--- config.mk ---
export PLATFORM = sky130hd
export DESIGN_NAME = vip_channel_extreme
export DESIGN_NICKNAME = d
export VERILOG_FILES = /design/src/rtl/vip_channel_extreme.sv
export SDC_FILE = /design/constraint.sdc
export NUM_CORES = 1
export LEC_CHECK = 0
export CORE_ASPECT_RATIO = 0.8
export CORE_UTILIZATION = 28
export CTS_BUF_LIST = sky130_fd_sc_hd__clkbuf_4
export CTS_CLUSTER_SIZE = 20
export DETAILED_ROUTE_END_ITERATION = 6
export PLACE_DENSITY = 0.54
export SYNTH_ARGS = -nofsm -noshare
export SYNTH_HDL_FRONTEND = slang
export SYNTH_SLANG_ARGS = --single-unit
--- constraint.sdc ---
create_clock -name clk -period 1.9 [get_ports clk]
set_input_delay 0.475 -clock clk [delete_from_list [all_inputs] [get_ports clk]]
set_output_delay 0.475 -clock clk [all_outputs]
set_load 0.01 [all_outputs]
--- src/rtl/vip_channel_extreme.sv ---
// Per-pixel channel reduction (min or max) through a registered comparator tree,
// with aligned sync delay, winning-channel index and a per-frame peak statistic.
module vip_channel_extreme #(
  parameter int  DW       = 8,
  parameter int  NCH      = 3,
  parameter int  MODE_MAX = 0,
  localparam int IW       = (NCH > 1) ? $clog2(NCH) : 1,
  localparam int LAT      = (NCH > 1) ? $clog2(NCH) : 1
) (
  input  logic              clk,
  input  logic              rst,
  input  logic              per_frame_vsync,
  input  logic              per_frame_href,
  input  logic              per_frame_clken,
  input  logic [NCH*DW-1:0] per_img_data,
  output logic              post_frame_vsync,
  output logic              post_frame_href,
  output logic              post_frame_clken,
  output logic [DW-1:0]     post_img_data,
  output logic [IW-1:0]     post_img_index,
  output logic [DW-1:0]     frame_peak,
  output logic              frame_peak_valid
);

  // Survivor slots are sized 2*NCH so pair reads never leave the array.
  localparam int NW = 2 * NCH;

  logic [NW*DW-1:0] in_pad;
  logic [DW-1:0]    val_d  [LAT][NW];
  logic [DW-1:0]    val_q  [LAT][NW];
  logic [IW-1:0]    idx_d  [LAT][NW];
  logic [IW-1:0]    idx_q  [LAT][NW];
  logic [2:0]       sync_d [LAT];
  logic [2:0]       sync_q [LAT];

  logic             vs_dly_d, vs_dly_q;
  logic [DW-1:0]    acc_d, acc_q;
  logic [DW-1:0]    peak_d, peak_q;
  logic             pv_d, pv_q;
  logic             counted, vs_rise, vs_fall;

  // Number of survivors left after tree level lvl.
  function automatic int survivors(input int lvl);
    int n;
    n = NCH;
    for (int j = 0; j <= lvl; j++) n = (n + 1) / 2;
    return n;
  endfunction

  // True when the upper (higher-index) candidate must win; ties keep the lower one.
  function automatic logic pick_b(input logic [DW-1:0] a, input logic [DW-1:0] b);
    if (MODE_MAX != 0) return b > a;
    return b < a;
  endfunction

  assign in_pad = {{(NCH*DW){1'b0}}, per_img_data};

  always_comb begin
    for (int j = 0; j < LAT; j++) begin
      for (int k = 0; k < NW; k++) begin
        val_d[j][k] = '0;
        idx_d[j][k] = '0;
      end
    end
    for (int k = 0; k < NCH; k++) begin
      if (2*k + 1 < NCH) begin
        if (pick_b(in_pad[2*k*DW +: DW], in_pad[(2*k+1)*DW +: DW])) begin
          val_d[0][k] = in_pad[(2*k+1)*DW +: DW];
          idx_d[0][k] = IW'(2*k + 1);
        end else begin
          val_d[0][k] = in_pad[2*k*DW +: DW];
          idx_d[0][k] = IW'(2*k);
        end
      end else if (2*k < NCH) begin
        val_d[0][k] = in_pad[2*k*DW +: DW];
        idx_d[0][k] = IW'(2*k);
      end
    end
    for (int j = 1; j < LAT; j++) begin
      for (int k = 0; k < NCH; k++) begin
        if (2*k + 1 < survivors(j - 1)) begin
          if (pick_b(val_q[j-1][2*k], val_q[j-1][2*k+1])) begin
            val_d[j][k] = val_q[j-1][2*k+1];
            idx_d[j][k] = idx_q[j-1][2*k+1];
          end else begin
            val_d[j][k] = val_q[j-1][2*k];
            idx_d[j][k] = idx_q[j-1][2*k];
          end
        end else if (2*k < survivors(j - 1)) begin
          val_d[j][k] = val_q[j-1][2*k];
          idx_d[j][k] = idx_q[j-1][2*k];
        end
      end
    end
  end

  // Stream has no backpressure: clken marks a valid pixel, and there is no ready.
  always_comb begin
    sync_d[0] = {per_frame_vsync, per_frame_href, per_frame_clken};
    for (int j = 1; j < LAT; j++) sync_d[j] = sync_q[j-1];
  end

  assign post_frame_vsync = sync_q[LAT-1][2];
  assign post_frame_href  = sync_q[LAT-1][1];
  assign post_frame_clken = sync_q[LAT-1][0];
  assign post_img_data    = val_q[LAT-1][0];
  assign post_img_index   = idx_q[LAT-1][0];
  assign frame_peak       = peak_q;
  assign frame_peak_valid = pv_q;

  assign counted = post_frame_vsync & post_frame_href & post_frame_clken;
  assign vs_rise = post_frame_vsync & ~vs_dly_q;
  assign vs_fall = ~post_frame_vsync & vs_dly_q;

  // The peak is always a maximum, whichever way the tree reduces.
  always_comb begin
    vs_dly_d = post_frame_vsync;
    acc_d    = acc_q;
    peak_d   = peak_q;
    pv_d     = 1'b0;
    if (vs_rise) begin
      acc_d = counted ? post_img_data : '0;
    end else if (counted && (post_img_data > acc_q)) begin
      acc_d = post_img_data;
    end
    if (vs_fall) begin
      peak_d = acc_q;
      pv_d   = 1'b1;
    end
  end

  always_ff @(posedge clk) begin
    if (rst) begin
      for (int j = 0; j < LAT; j++) begin
        sync_q[j] <= '0;
        for (int k = 0; k < NW; k++) begin
          val_q[j][k] <= '0;
          idx_q[j][k] <= '0;
        end
      end
      vs_dly_q <= 1'b0;
      acc_q    <= '0;
      peak_q   <= '0;
      pv_q     <= 1'b0;
    end else begin
      val_q    <= val_d;
      idx_q    <= idx_d;
      sync_q   <= sync_d;
      vs_dly_q <= vs_dly_d;
      acc_q    <= acc_d;
      peak_q   <= peak_d;
      pv_q     <= pv_d;
    end
  end

endmodule
==> results.sh <==
export IMPL_io_buffers=50
export IMPL_critical_path_max_stage_delay_ps=570
export IMPL_fin_nets=368
export IMPL_pre_cts_slack_ps=-316.3
export IMPL_synth_edf_count=0
export IMPL_syn_area_um2=2366
export IMPL_cp_end_kind="output pin"
export IMPL_worstSkewPairLatency_ps=360
export IMPL_mostFrequentLayoutCells="nand2_1 (49), clkdlybuf4s50_1 (46), dfxtp_1 (38)"
export IMPL_ys_seq_area_share_pct=44.00
export IMPL_area_growth_pct=39.98
export IMPL_clock_sinks=52
export IMPL_placed_cell_area_um2=3034
export IMPL_total_power_mw=2.307
export IMPL_clock_skew_ps=7.083
export IMPL_ys_ff_latch=52
export IMPL_crit_required_ps=1420
export IMPL_antenna_found_initial=0
export IMPL_numCtsBuffers=5
export IMPL_die_area_um2=8824
export IMPL_critPathTopFamily="buffers and inverters"
export IMPL_grt_pass1_vias=1715
export IMPL_postSynth_asyncResetShare_pct=0
export IMPL_hp_start="sync_d[2]"
export IMPL_drc=0
export IMPL_dr_wl_met2_um=2073
export IMPL_reg2reg_from="acc_q[1]"
export IMPL_setup_violations_final=0
export IMPL_min_period_ps=1843
export IMPL_num_rows=29
export IMPL_cts_tree="built"
export IMPL_fin_crit_sh_pct=97.02
export IMPL_first_iter_violations=27
export IMPL_crit_arrival_ps=1370
export IMPL_crit_chain="clkdlybuf4s50_1"
export IMPL_path_max_fanout=3
export IMPL_irDropWorstVdd_mv=0.3186
export IMPL_coreArea_um2=8055
export IMPL_final_util_pct=41.12
export IMPL_critical_path_class="reg2out"
export IMPL_worst_slew_pin_slew_ps=510.5
export IMPL_cap_violations=0
export IMPL_fin_area_um2=3312
export IMPL_syn_inst=255
export IMPL_p_leak_nw=1.455
export IMPL_final_common_cell="nand2_1"
export IMPL_grt_ovfl_total=0
export IMPL_clkTransAtPathRegs_ps=140
export IMPL_rsz0062_at_grt="yes"
export IMPL_outcome="complete, no violations"
export IMPL_path_buf_inv=1
export IMPL_wl_met3_um=189
export IMPL_antennaDiodeCount=0
export IMPL_vias_per_cell=4.268
export IMPL_dominantRegCellSynth="dfxtp_1"
export IMPL_startpoint_type="register"
export IMPL_grt_use_total_pct=10.94
export IMPL_die_w_um=104.8
export IMPL_grt_pass1_wl_um=7817
export IMPL_hold_path_class="reg2reg"
export IMPL_gp_congestion=0.8086
export IMPL_cp_slowest_cell="clkdlybuf4s50_1"
export IMPL_worstSetupStartpoint="post_img_data[3]"
export IMPL_yosys_warnings=0
export IMPL_syn_num_nets=306
export IMPL_hold_viol=0
export IMPL_dpl_hpwl_um=3526
export IMPL_wl_per_cell_um=11.06
export IMPL_top_layer="met4"
export IMPL_ios=51
export IMPL_setup_ws_ps=56.59
export IMPL_detail_route_antenna_nets=0
export IMPL_fmax_mhz=542.5
export IMPL_drtPass1Iterations=4
export IMPL_yosysUniqueCellTypes=35
export IMPL_drive_above_1_share_pct=18.87
export IMPL_nFillCells=822
export IMPL_avgSynthCellArea_um2=9.279
export IMPL_cts_root_buf="clkbuf_4"
export IMPL_initial_core_util_pct=29.37
export IMPL_slew_headroom_pct=65.90
export IMPL_power_density_nw_per_um2=696.7
export IMPL_fp_dieH_um=84.22
export IMPL_finalMaxSlewViolations=0
export IMPL_vias=1818
export IMPL_grt_max_degree=36
export IMPL_cts_htree_levels=2
export IMPL_clock_path_buffers=2
export IMPL_wirelength_um=4711
export IMPL_wl_met1_um=2405
[sequential cells by signal, summed over array words and instances (netlist names)]
name and cells:
val_q 16, acc_q 8, frame_peak 8, post_img_data 8, sync_d 3, idx_q 2
post_img_index 2, frame_peak_valid 1, post_frame_clken 1, post_frame_href 1, post_frame_vsync 1, vs_dly_q 1
[power breakdown]
part           switching [mW]  leakage (nW)  total, mW  internal [mW]
Sequential             0.0385         0.433       1.19           1.15
Combinational           0.221         0.982      0.517          0.297
Clock                   0.329        0.0403      0.598          0.269
Total                   0.588          1.46       2.31           1.72
[Yosys cell counts (2+ instances only)]
| master | number | share of area, % |
|---|---|---|
| a21o_1 | 3 | 0.95 |
| a21oi_1 | 15 | 3.2 |
| a22o_1 | 8 | 3.0 |
| and3_1 | 3 | 0.79 |
| buf_2 | 2 | 0.42 |
| buf_4 | 10 | 3.2 |
| clkbuf_1 | 6 | 0.95 |
| dfxtp_1 | 52 | 44 |
| ha_1 | 22 | 12 |
| inv_1 | 24 | 3.8 |
| mux2i_1 | 16 | 6.8 |
| nand2_1 | 49 | 7.8 |
| nand4_1 | 4 | 1.1 |
| nor2b_1 | 18 | 4.8 |
| o21ai_0 | 3 | 0.63 |
[cells by family after synthesis]
family | count (synthesis) | synth area share (%)
AND/OR/NAND/NOR | 83 | 17.61
multiplexers | 16 | 6.769
AO/OA/AOI/OAI | 37 | 10.84
adder cells (fa/ha/maj) | 22 | 11.63
buffers and inverters | 45 | 9.148
flip-flops | 52 | 44.00
[layer usage]
metal  vias to the layer above  GRT usage, %
met5                         -             0
met4                         0         2.305
met3                         8         3.571
met2                        30         16.92
met1                       817         14.87
li1                        963             -
[per-stage QoR]
stage	TNS [ps]	hold WS [ps]	cells
3_3_place_gp	-2899	418.0	412
4_1_cts	0	456.2	423
5_1_grt	-121.4	466.6	426
2_1_floorplan	0	413.8	255
3_5_place_dp	-3473	422.6	412
6_report	0	447.2	426
[repair_timing]
action,CTS,global route
cloned,0,0
resized for setup,3,35
setup buffers,4,3
hold buffers,0,0
pin swaps,5,8
setup endpoints to repair,8,26
[path summary, 6_finish.rpt]
path         depth (start not counted)  slack (ps)          endpoint
min reg2reg                          1         450  post_frame_vsync
min                                  1         450  post_frame_vsync
max                                  1          60  post_img_data[3]
max reg2reg                          9          60          acc_q[1]
[final cells by class]
type | count | area, um2 | share of cell area, %
well taps | 108 | 135.1 | 4.080
inverters | 25 | 93.84 | 2.833
multi-input cells | 158 | 1207 | 36.46
flip-flops and latches | 52 | 1059 | 31.96
clock buffers | 5 | 37.54 | 1.133
clock inverters | 3 | 37.54 | 1.133
repair buffers | 75 | 742.0 | 22.40
No activity file was read; power rests on OpenSTA's default activity.
